File: src/rtl/hnoc_pkg.sv
// Shared switch definitions: default flit width, the address field inside a flit
// and the port-arbiter FSM encoding.
package hnoc_pkg;

  localparam int DefDataWidth = 32;
  localparam int AddrMsb      = 31;
  localparam int AddrLsb      = 24;

  localparam logic StIdleEnc   = 1'b0;
  localparam logic StLockedEnc = 1'b1;

  typedef enum logic {
    ST_IDLE   = StIdleEnc,
    ST_LOCKED = StLockedEnc
  } state_t;

  function automatic logic [AddrMsb-AddrLsb:0] flit_addr(input logic [DefDataWidth-1:0] flit);
    return flit[AddrMsb:AddrLsb];
  endfunction

endpackage

File: src/rtl/switch_port_arbiter_if.sv
// Requester-side flit bus plus the single registered output flit of one switch port.
// slave is the arbiter's view, master the surrounding switch's view.
interface switch_port_arbiter_if
  import hnoc_pkg::*;
#(
  parameter int DataWidth = DefDataWidth,
  parameter int NumReq    = 3
);

  logic [NumReq*DataWidth-1:0] i_req_data;
  logic [NumReq-1:0]           i_req_valid;
  logic [NumReq-1:0]           o_req_ready;
  logic [DataWidth-1:0]        o_data;
  logic                        o_data_valid;
  logic                        i_data_ready;
  logic [NumReq-1:0]           o_grant;
  logic                        o_busy;

  modport slave (
    input  i_req_data, i_req_valid, i_data_ready,
    output o_req_ready, o_data, o_data_valid, o_grant, o_busy
  );

  modport master (
    output i_req_data, i_req_valid, i_data_ready,
    input  o_req_ready, o_data, o_data_valid, o_grant, o_busy
  );

endinterface

File: src/rtl/rr_pick.sv
// Rotating-priority pick: first set request bit searching upward from last+1 with wrap.
// Purely combinational; returns a one-hot winner and whether any request was seen.
module rr_pick #(
  parameter int NumReq = 3,
  parameter int IdxW   = 2
) (
  input  logic [NumReq-1:0] req,
  input  logic [IdxW-1:0]   last,
  output logic [NumReq-1:0] winner,
  output logic              any
);

  logic [IdxW-1:0] idx;
  logic            found;

  always_comb begin
    winner = '0;
    found  = 1'b0;
    idx    = '0;
    for (int i = 1; i <= NumReq; i++) begin
      idx = IdxW'((int'(last) + i) % NumReq);
      if (!found && req[idx]) begin
        winner[idx] = 1'b1;
        found       = 1'b1;
      end
    end
  end

  assign any = |req;

endmodule

File: src/rtl/switch_port_arbiter.sv
// Packet-locked round-robin arbiter for one output port; grant 1 cycle after request, flit 1 cycle after accept.
// Owner's ready follows the output register (~valid | downstream ready); everyone else sees ready low.
module switch_port_arbiter
  import hnoc_pkg::*;
#(
  parameter int DataWidth = DefDataWidth,
  parameter int NumReq    = 3,
  parameter int PktLen    = 1
) (
  input logic                  i_mclk,
  input logic                  i_reset_n,
  switch_port_arbiter_if.slave bus
);

  localparam int IdxW = $clog2(NumReq);

  state_t                state, state_nx;
  logic [NumReq-1:0]     grant, grant_nx;
  logic [7:0]            beat, beat_nx;
  logic [IdxW-1:0]       last_winner, last_nx;
  logic [IdxW-1:0]       grant_idx;
  logic [NumReq-1:0]     pick;
  logic                  any_vld;
  logic [NumReq-1:0]     ready;
  logic                  xfer;
  logic [DataWidth-1:0]  flit_sel;
  logic [DataWidth-1:0]  flit;
  logic                  flit_vld;

  rr_pick #(.NumReq(NumReq), .IdxW(IdxW)) u_pick (
    .req    (bus.i_req_valid),
    .last   (last_winner),
    .winner (pick),
    .any    (any_vld)
  );

  always_comb begin
    grant_idx = '0;
    flit_sel  = '0;
    for (int k = 0; k < NumReq; k++) begin
      if (grant[k]) begin
        grant_idx = IdxW'(k);
        flit_sel  = bus.i_req_data[k*DataWidth +: DataWidth];
      end
    end
  end

  // Only the owner may push, and only when the output register will have room.
  assign ready = (state == ST_LOCKED) ? (grant & {NumReq{~flit_vld | bus.i_data_ready}}) : '0;
  assign xfer  = |(bus.i_req_valid & ready);

  always_comb begin
    state_nx = state;
    grant_nx = grant;
    beat_nx  = beat;
    last_nx  = last_winner;
    case (state)
      ST_IDLE: begin
        if (any_vld) begin
          state_nx = ST_LOCKED;
          grant_nx = pick;
          beat_nx  = '0;
        end
      end
      ST_LOCKED: begin
        if (xfer) begin
          beat_nx = beat + 8'd1;
          if (beat == 8'(PktLen - 1)) begin
            state_nx = ST_IDLE;
            grant_nx = '0;
            last_nx  = grant_idx;
          end
        end
      end
      default: state_nx = ST_IDLE;
    endcase
  end

  always_ff @(posedge i_mclk or negedge i_reset_n) begin
    if (!i_reset_n) begin
      state       <= ST_IDLE;
      grant       <= '0;
      beat        <= '0;
      last_winner <= IdxW'(NumReq - 1);
    end else begin
      state       <= state_nx;
      grant       <= grant_nx;
      beat        <= beat_nx;
      last_winner <= last_nx;
    end
  end

  // A new flit overwrites the register in the same edge the old one drains.
  always_ff @(posedge i_mclk or negedge i_reset_n) begin
    if (!i_reset_n) begin
      flit     <= '0;
      flit_vld <= 1'b0;
    end else if (xfer) begin
      flit     <= flit_sel;
      flit_vld <= 1'b1;
    end else if (flit_vld && bus.i_data_ready) begin
      flit_vld <= 1'b0;
    end
  end

  assign bus.o_req_ready  = ready;
  assign bus.o_grant      = grant;
  assign bus.o_data       = flit;
  assign bus.o_data_valid = flit_vld;
  assign bus.o_busy       = (state == ST_LOCKED);

endmodule

File: src/flat_wrapper.sv
// flat-port wrapper written by rule: the top's interface ports become plain ports
module switch_port_arbiter_flat import hnoc_pkg::*;
#(
  parameter int DataWidth = DefDataWidth,
  parameter int NumReq    = 3,
  parameter int PktLen    = 1
)
  (i_mclk, i_reset_n, bus_i_req_data, bus_i_req_valid, bus_i_data_ready, bus_o_req_ready, bus_o_data, bus_o_data_valid, bus_o_grant, bus_o_busy);
  switch_port_arbiter_if #(.DataWidth(DataWidth), .NumReq(NumReq)) bus_i ();
  input logic i_mclk;
  input logic i_reset_n;
  input wire logic [$bits(bus_i.i_req_data)-1:0] bus_i_req_data;
  input wire logic [$bits(bus_i.i_req_valid)-1:0] bus_i_req_valid;
  input wire logic [$bits(bus_i.i_data_ready)-1:0] bus_i_data_ready;
  output wire logic [$bits(bus_i.o_req_ready)-1:0] bus_o_req_ready;
  output wire logic [$bits(bus_i.o_data)-1:0] bus_o_data;
  output wire logic [$bits(bus_i.o_data_valid)-1:0] bus_o_data_valid;
  output wire logic [$bits(bus_i.o_grant)-1:0] bus_o_grant;
  output wire logic [$bits(bus_i.o_busy)-1:0] bus_o_busy;
  assign bus_i.i_req_data = bus_i_req_data;
  assign bus_i.i_req_valid = bus_i_req_valid;
  assign bus_i.i_data_ready = bus_i_data_ready;
  assign bus_o_req_ready = bus_i.o_req_ready;
  assign bus_o_data = bus_i.o_data;
  assign bus_o_data_valid = bus_i.o_data_valid;
  assign bus_o_grant = bus_i.o_grant;
  assign bus_o_busy = bus_i.o_busy;
  switch_port_arbiter #(.DataWidth(DataWidth), .NumReq(NumReq), .PktLen(PktLen)) u_core (.i_mclk(i_mclk), .i_reset_n(i_reset_n), .bus(bus_i));
endmodule
File: config.mk
export PLATFORM = sky130hd
export DESIGN_NAME = switch_port_arbiter_flat
export DESIGN_NICKNAME = d
export VERILOG_FILES = /design/src/rtl/hnoc_pkg.sv /design/src/rtl/switch_port_arbiter_if.sv /design/src/rtl/rr_pick.sv /design/src/rtl/switch_port_arbiter.sv /design/src/flat_wrapper.sv
export SDC_FILE = /design/constraint.sdc
export NUM_CORES = 1
export LEC_CHECK = 0
export BUFFER_PORTS_ARGS = -buffer_cell sky130_fd_sc_hd__buf_2
export CAP_MARGIN = 20
export CORE_MARGIN = 8
export CORE_UTILIZATION = 46
export DETAILED_ROUTE_END_ITERATION = 16
export GPL_TIMING_DRIVEN = 0
export PLACE_DENSITY = 0.81
export SYNTH_ARGS = -nofsm -noshare
export SYNTH_HDL_FRONTEND = slang
export SYNTH_SLANG_ARGS = --single-unit
File: constraint.sdc
create_clock -name i_mclk -period 2 [get_ports i_mclk]
set_clock_uncertainty 0.1 [all_clocks]
set_input_delay 0.2 -clock i_mclk [delete_from_list [all_inputs] [get_ports i_mclk]]
set_output_delay 0.2 -clock i_mclk [all_outputs]
set_load 0.1 [all_outputs]
### Word-level counts from Yosys, hierarchy flattened

Cells that the tools add are included.

* $add $sub $neg: 4
* div/mod/pow operators: 3
* order comparisons: 6
* equality and inequality tests: 3
* multiplexer cells: 36
* bitwise gates (word level): 7
* reductions and logical operators: 15

Operators with widths (count)
* 32-bit by 3-bit remainder unit with 32-bit output (second input constant): 3
* 32-bit two-way mux: 3
* 3-bit two-way mux: 7
* 8-bit two-way mux: 2
* 8-bit one-hot mux with 2 select lines: 1
* 1-bit two-way mux: 14
* 2-bit by 3-bit less-than comparator with 1-bit output (second input constant): 3
* 8-bit by 1-bit adder with 8-bit output (second input constant): 1
* 8-bit logical NOT: 1
* 2-bit by 2-bit adder with 3-bit output (second input constant): 2
* 3-bit AND: 2
* 1-bit binary-select mux with 2-bit select: 3
* 1-bit demux with 2-bit select: 3
* 2-bit by 1-bit greater-or-equal comparator with 1-bit output (second input constant): 3
* 1-bit logical AND: 6
* 3-bit bitwise OR: 2
* 3-bit one-hot mux with 2 select lines: 1
* 3-bit AND reduction: 2
* 3-bit OR reduction: 2
* 2-bit != test (second input constant): 2
* 2-bit by 1-bit adder with 3-bit output (second input constant): 1
* 1-bit logical NOT: 2
* 2-bit two-way mux: 1
* 2-bit by 1-bit != test with 1-bit output (second input constant): 1
* other kinds (5): 6

* bits in registers: 47
* bits of input ports: 102
* output and inout bits: 40
* word-level logic and storage cells: 80

### Logic depth before layout (Yosys ltp)

Gate-level depths: netlist (run 1).

* depth in word-level cells: 13
* gate-level depth with buffers: 8
* depth with buffers taken out: 7

### Hierarchy

Synthesis (run 1) repeated with hierarchy kept, for this count alone.

* cells, all modules: 298
* area, all modules: 2777.7 µm²

By module, submodules not included
* switch_port_arbiter: times used 1, cells each 265, area each 2543.7 µm², sequential area each 1177.4 µm²
* rr_pick: times used 1, cells each 33, area each 234.0 µm², sequential area each 0.0 µm²

### Worst setup path after synthesis (run 1)

No wires, ideal clock.

* kind: reg-to-output
* start point: register u_core.grant[1], in the netlist u_core.bus.o_grant[1]
* end point: output bus_o_req_ready[1]
* data arrival time: 2.358 ns
* path slack: -0.658 ns
* stages on the path, launching flop included: 4
* cells stage by stage: dfrtp_1 clkbuf_1 clkbuf_1 and3_1

* word-level cells in the longest chain between the ends: 2

RTL lines
* start, declared: RTL line switch_port_arbiter.sv:18 `logic [NumReq-1:0] grant, grant_nx;`
* start signal, assigned: RTL line switch_port_arbiter.sv:87 `grant <= grant_nx;`
* 3-bit AND: RTL line switch_port_arbiter.sv:49 `assign ready = (state == ST_LOCKED) ? (grant & {NumReq{~flit_vld | bus.i_data_ready}}) : '0;`
* 3-bit two-way mux: RTL line switch_port_arbiter.sv:49
* end, declared: RTL line flat_wrapper.sv:15 `output wire logic [$bits(bus_i.o_req_ready)-1:0] bus_o_req_ready;`

Every way passes these cells.

### Worst setup path after layout (run 1)

* start point: register u_core.grant[2], in the netlist u_core.bus.o_grant[2]
* end point: register u_core.grant[2], in the netlist u_core.bus.o_grant[2]

* word-level cells in the longest chain between the ends: 6

RTL lines
* 3-bit AND: RTL line switch_port_arbiter.sv:49
* 3-bit two-way mux: RTL line switch_port_arbiter.sv:49
* 3-bit AND: RTL line switch_port_arbiter.sv:50 `assign xfer = |(bus.i_req_valid & ready);`
* 3-bit OR reduction: RTL line switch_port_arbiter.sv:50
* 2-bit != test (no line)
* 3-bit AND reduction (no line)

Every way passes these cells.
A chain may end at the register's enable or synchronous reset.

==> impl_summary.log, run 1 <==
INFO  metric cts_sinks = 47
INFO  metric holdCritPathClass = input port to flop
INFO  metric boundaryPins = 142
INFO  metric worst_path_largest_cell_delay = 0.36 ns
INFO  metric vdd_ir_drop_max = 0.967 mV
INFO  metric total_of_endpoints_with_negative_setup_slack_in_the_final_report = 0
INFO  metric cellLeakagePower = 1.94 nW
INFO  metric fill_cells = 489
INFO  metric crit_chain = buf_4 > a222oi_1 > nor3_2 > and3_1 > buf_4 > nor2_2 > a221o_1
INFO  metric final_hold_viol_count = 0
INFO  metric grt_pass1_vias = 2948
INFO  metric routedWlPerCell = 15.9 µm
INFO  metric fin_nets = 595
INFO  metric worst_path_most_repeated_cell = sky130_fd_sc_hd__buf_4
INFO  metric grt_overflow = 0
INFO  metric cts_inserted_buffers = 5
INFO  metric hpwl = 7020 µm
INFO  metric cap_viol_max_count = 0
INFO  metric number_of_slew_limit_violations_in_the_final_report = 0
INFO  metric drt_iter0_drc = 191
INFO  metric yosys_warnings = 0
INFO  metric setup_tns = 0 ns
INFO  metric design.core.area = 5850 µm²
INFO  metric detail_route.first_pass.iterations = 4
INFO  metric outcome = finished, final reports clean
INFO  metric crit_start = u_core.bus.o_grant[2]
INFO  metric drt_drc_violations_left = 0
INFO  metric synth_area_leaders = sky130_fd_sc_hd__dfrtp_1 (42%), sky130_fd_sc_hd__a22oi_1 (8.7%), sky130_fd_sc_hd__a21oi_1 (7.1%)
INFO  metric fp_rows = 28
INFO  metric wire_length_of_the_first_global_routing_pass = 14000 µm
INFO  metric initial_core_util = 47.3%
INFO  metric placement.io_buffers = 139
INFO  metric clock-root-buffer = sky130_fd_sc_hd__clkbuf_8
INFO  metric min_period_over_period = 94.8%
INFO  metric syn_area = 2770 µm²
INFO  metric crit_path_dat = 1.97 ns
INFO  metric dieWidth = 93.5 µm
INFO  metric die_h = 93.5 µm
INFO  metric async_flop_share = 100%
INFO  metric grt_start_max_net_pins = 48
INFO  metric antenna_found_initial = 0
INFO  metric cp_data_required_time = 2.08 ns
INFO  metric cp_max_fo = 7
INFO  metric max_slew.worst_pin.slew = 0.604 ns
INFO  metric totalWireLength = 8970 µm
INFO  metric yosys.area.top_type = sky130_fd_sc_hd__dfrtp_1
INFO  metric synth_edf_count = 0
INFO  metric crit-reg2reg-launch = u_core.bus.o_grant[2]
INFO  metric timing.critical_path.slowest_stage_cell = sky130_fd_sc_hd__a221o_1
INFO  metric syn_inst = 337
INFO  metric ys_ff_latch = 47
INFO  metric clock_insertion_delay_worst_skew = 0.30 ns
INFO  metric final_antenna_net_count = 0
INFO  metric synth.most_common_cell = sky130_fd_sc_hd__dfrtp_1
INFO  metric die_area = 8750 µm²
INFO  metric layout.core_utilization = 64.8%
INFO  metric synth-seq-area-share = 42.6%
INFO  metric timing.final.crit_period = 1.90 ns
INFO  metric global_route.usage.total = 19.5%
INFO  metric end_kind = flop
INFO  metric dr_total_vias = 3052
INFO  metric cp-start-kind = flop
INFO  metric postSynthAreaPerCell = 8.21 µm²
INFO  metric clk_pin_slew = 0.09 ns
INFO  metric power_density = 1620 nW/µm²
INFO  metric maxClockFrequency = 0.528 GHz
INFO  metric layout-area-overhead-vs-synth = 37.1%
INFO  metric place_congestion = 0.873
INFO  metric ys.flop_type = sky130_fd_sc_hd__dfrtp_1
INFO  metric seqCellArea = 1190 µm²
INFO  metric hold_path_startpoint = bus_i_req_data[92]
INFO  metric htreeDepth = 2
INFO  metric synth_commonest_cells = sky130_fd_sc_hd__dfrtp_1 (46), sky130_fd_sc_hd__nand2_1 (44), sky130_fd_sc_hd__nor2_1 (40)
INFO  metric maxSlewHeadroom = 59.6%
INFO  metric synth.net_count = 445
INFO  metric via_per_inst = 5.42
INFO  metric clock_tree.buffer_depth = 2
INFO  metric diode_count = 0
INFO  metric synth_top_area_share = 41.6%
INFO  metric ys_types = 41
INFO  metric multiInputGateArea = 1410 µm²
INFO  metric drive_above_1_share = 38.1%
INFO  metric tritoncts = done
INFO  metric critical_path_class = flop to flop
[cells in the final DEF, fill, tap and decap left out, drive strengths merged, types with 3 or more instances in the layout]
| cell | synthesis | layout |
|---|---|---|
| a22oi | 32 | 32 |
| buf | 12 | 158 |
| nand2 | 44 | 44 |
| and3 | 6 | 6 |
| xnor2 | 3 | 3 |
| dfrtp | 46 | 46 |
| a21oi | 39 | 39 |
| o21ai | 41 | 41 |
| nor2 | 41 | 41 |
| nand3 | 4 | 4 |
| nor3 | 6 | 6 |
| clkbuf | 17 | 18 |
| mux2i | 4 | 4 |
| inv | 9 | 10 |
| ha | 6 | 6 |
| nand2b | 3 | 3 |
[per-layer routing]
layer / global-route usage [%] / part of all wire [%] / vias up
li1: - / - / 1479
met1: 23.6 / 41 / 1431
met2: 32.4 / 48 / 130
met3: 7.37 / 10 / 12
met4: 3.57 / 0.81 / 0
met5: 0 / 0 / -
[logic make-up after synthesis]
logic type	share of synthesized area (%)
xor+xnor	1.27
mux	1.45
buf+inv	7.06
simple gates	18.9
compound gates	26.1
flops	42.6
fa+ha+maj	2.71
[per-stage QoR]
step | hold slack (ns) | instance area [µm²] | power [mW] | instances | worst slack [ns]
after floorplan | -0.196 | 2780 | 4.48 | 337 | -0.0365
after global placement | 0.340 | 3570 | 5.23 | 551 | -0.267
after global routing | 0.0763 | 3790 | 6.51 | 563 | -0.0392
after CTS | 0.0157 | 3710 | 6.06 | 558 | 0.00335
after detailed placement | 0.347 | 3570 | 5.32 | 551 | -0.315
final | 0.0719 | 3790 | 6.14 | 563 | 0.105
[state kept, by name, indices dropped and copies added (netlist names)]
signal / flops
u_core.bus.o_data_valid: 1
u_core.bus.o_grant: 3
u_core.beat: 8
u_core.bus.o_data: 32
u_core.last_winner: 2
u_core.bus.o_busy: 1
[where the power goes]
part | leakage (nW) | internal (mW) | switching (mW)
Combinational | 1.27 | 0.998 | 3.03
Sequential | 0.616 | 1.23 | 0.174
Clock | 0.0548 | 0.377 | 0.328
Total | 1.94 | 2.61 | 3.53
[cell type report]
cell class / count / area share (%)
Clock buffer: 5 / 1.82
Buffer: 27 / 4.56
Tap cell: 75 / 2.48
Inverter: 9 / 0.891
Multi-Input combinational cell: 252 / 37.1
Clock inverter: 3 / 1.22
Sequential cell: 47 / 31.4
Timing Repair Buffer: 145 / 20.5
[path summary, 6_finish.rpt]
path / endpoint / slack (ns) / cells past startpoint
setup / recovery: u_core.bus.o_grant[2] / 0.10 / 7
hold / removal: u_core.bus.o_data[28] / 0.07 / 3
setup reg to reg: u_core.bus.o_grant[2] / 0.10 / 7
hold reg to reg: u_core.bus.o_data[17] / 0.39 / 2
max in group asynchronous: u_core.last_winner[1] / 0.98 / 3
min in group asynchronous: u_core.bus.o_data[16] / 0.25 / 2
[worst max-delay path: cells and delay by family, from the launching register on]
family,cells,cell delay (ns)
flops,1,0.35
simple gates,3,0.58
buf+inv,2,0.29
compound gates,2,0.45
[what timing repair did]
action	4_1_cts	5_1_grt
endpoints found under the hold margin	0	15
resized for setup	15	14
pin swaps	0	2
hold buffers	0	1
endpoints found under the setup margin	33	34
buffers inserted	0	4
Power figures use the tool's default switching activity.
==> run 2, diff against run 1 <==
- BUFFER_PORTS_ARGS: -buffer_cell sky130_fd_sc_hd__buf_2 -> unset
- CORE_UTILIZATION: 46 -> 50
- DONT_BUFFER_PORTS: unset -> 1
- PLACE_DENSITY: 0.81 -> unset
==> impl_summary.log, run 2 (synthesized netlist as in run 1, its figures left out) <==
INFO  metric detail_route.first_pass.iterations = 4
INFO  metric cp_top_family = flip-flops
INFO  metric initial_core_util = 50.8%
INFO  metric cts_sinks = 47
INFO  metric placed_cells = 409
INFO  metric crit_chain = a222oi_1 > buf_4 > nor3_4 > and3_4 > nor2_4 > a221o_1
INFO  metric total_of_endpoints_with_negative_setup_slack_in_the_final_report = 6
INFO  metric routedWlPerCell = 19.6 µm
INFO  metric die_h = 90.4 µm
INFO  metric violations_in_the_final_reports = negative hold slack, negative setup slack
INFO  metric drive_above_1_share = 19.2%
INFO  metric final_antenna_net_count = 0
INFO  metric power.switching_fraction = 59.3%
INFO  metric dr_total_vias = 2611
INFO  metric cp_data_required_time = 2.09 ns
INFO  metric via_per_inst = 5.92
INFO  metric largest_reg_flops = 32
INFO  metric seqCellArea = 1190 µm²
INFO  metric cellLeakagePower = 1.47 nW
INFO  metric drt_iter0_drc = 101
INFO  metric cp_max_fo = 6
INFO  metric maxClockFrequency = 0.484 GHz
INFO  metric multiInputGateArea = 1500 µm²
INFO  metric hold_path_startpoint = bus_i_req_data[86]
INFO  metric number_of_slew_limit_violations_in_the_final_report = 0
INFO  metric layout_common_cells = sky130_fd_sc_hd__dfrtp_1 (42), sky130_fd_sc_hd__nor2_1 (40), sky130_fd_sc_hd__a21oi_1 (39)
INFO  metric crit-reg2reg-launch = u_core.bus.o_grant[0]
INFO  metric power_frac_clock = 9.7%
INFO  metric cp-start-kind = flop
INFO  metric diode_count = 0
INFO  metric cts_inserted_buffers = 5
INFO  metric cap_viol_max_count = 0
INFO  metric internal = 2.47 mW
INFO  metric power.switching = 3.60 mW
INFO  metric hold_slack = -0.0197 ns
INFO  metric power_density = 1760 nW/µm²
INFO  metric layout.core_utilization = 63.3%
INFO  metric gr-max-usage-layer = met2
INFO  metric critical_path_class = flop to flop
INFO  metric clock_insertion_delay_worst_skew = 0.31 ns
INFO  metric outcome = finished with violations
INFO  metric hpwl = 6270 µm
INFO  metric grt_pass1_vias = 2681
INFO  metric placement.io_buffers = 0
INFO  metric clk_pin_slew = 0.10 ns
INFO  metric clock-root-buffer = sky130_fd_sc_hd__clkbuf_8
INFO  metric totalWireLength = 8620 µm
INFO  metric grt.met1_usage = 23.3%
INFO  metric wire_length_of_the_first_global_routing_pass = 13700 µm
INFO  metric timing.final.crit_period = 2.06 ns
INFO  metric grt_overflow = 0
INFO  metric crit_path_dat = 2.16 ns
INFO  metric place_congestion = 0.815
INFO  metric critical_path.n_buffers_inverters = 1
INFO  metric maxSlewHeadroom = 35.1%
INFO  metric global_route.usage.total = 20.4%
INFO  metric drt_drc_violations_left = 0
INFO  metric dieWidth = 90.4 µm
INFO  metric grt_start_max_net_pins = 48
INFO  metric setup_tns = -0.148 ns
INFO  metric final_hold_viol_count = 4
INFO  metric boundaryPins = 142
INFO  metric fin_nets = 476
INFO  metric end_kind = flop
INFO  metric antenna_found_initial = 0
INFO  metric die_area = 8170 µm²
INFO  metric setup_repair_after_global_routing_missed_its_margin = yes
INFO  metric max_slew.worst_pin.slew = 0.973 ns
INFO  metric fill_cells = 496
INFO  metric layout-area-overhead-vs-synth = 24.4%
INFO  metric timing.critical_path.slowest_stage_cell = sky130_fd_sc_hd__dfrtp_4
INFO  metric grtUsageMet2 = 34.6%
INFO  metric clock_tree.buffer_depth = 2
INFO  metric comb_power_share = 41.4%
INFO  metric holdCritPathClass = input port to flop
INFO  metric crit_start = u_core.bus.o_grant[0]
INFO  metric setup_slack = -0.0644 ns
INFO  metric met3_track_usage_gr = 8.40%
INFO  metric design.core.area = 5440 µm²
INFO  metric htreeDepth = 2
INFO  metric final_cell_count_no_fill = 441
INFO  metric worst_path_largest_cell_delay = 0.65 ns
INFO  metric power.share.sequential = 48.9%
INFO  metric vdd_ir_drop_max = 0.983 mV
INFO  metric min_period_over_period = 103%
INFO  metric layout_commonest_cell = sky130_fd_sc_hd__dfrtp_1
INFO  metric tritoncts = done
INFO  metric fp_rows = 27
-- run 2: power groups by stage --
stage               Combinational, mW  Sequential [mW]  Clock, mW
floorplan                        1.60             2.89          0
global placement                 1.96             2.97          0
detailed placement               1.99             2.97          0
CTS                              2.35             2.97      0.596
global route                     2.75             3.01      0.631
finish                           2.51             2.97      0.589
-- run 2: cell type report --
type	instances	share of cell area, %
buffer	25	6.29
clock buffer	5	2.00
clock inverter	3	0.582
inverter	9	0.982
multi-input combinational	252	43.6
sequential	47	34.7
tap	72	2.62
timing repair buffer	28	9.27
-- run 2: timing repair --
item	4_1_cts	5_1_grt
gates cloned	1	0
setup endpoints to repair	41	47
resized for setup	39	53
endpoints found under the hold margin	61	3
buffers inserted	5	3
hold buffers	16	3
pin swaps	7	6
-- run 2: through the flow --
stage          area, µm²  worst slack [ns]  hold WS, ns  power (mW)
2_1_floorplan       2780           -0.0365       -0.196        4.48
3_5_place_dp        2870            -0.460       -0.194        4.97
3_3_place_gp        2870            -0.401       -0.194        4.93
5_1_grt             3440            -0.108      0.00340        6.39
6_report            3440           -0.0644      -0.0197        6.07
4_1_cts             3320           -0.0906      0.00205        5.91
-- run 2: metal layers --
layer | share of wire (%) | wire (µm)
met1 | 40 | 3430
met2 | 49 | 4250
met3 | 9.3 | 804
met4 | 1.6 | 137
met5 | 0 | 0
-- run 2: final timing paths --
path                                               to  slack (ns)  cells past startpoint
worst max-delay path            u_core.bus.o_grant[2]       -0.06                      6
worst min-delay path            u_core.bus.o_data[22]       -0.02                      2
worst max register to register  u_core.bus.o_grant[2]       -0.06                      6
worst min register to register         u_core.beat[4]        0.45                      1
max in group asynchronous       u_core.last_winner[1]        1.23                      2
min in group asynchronous       u_core.bus.o_grant[0]        0.30                      2
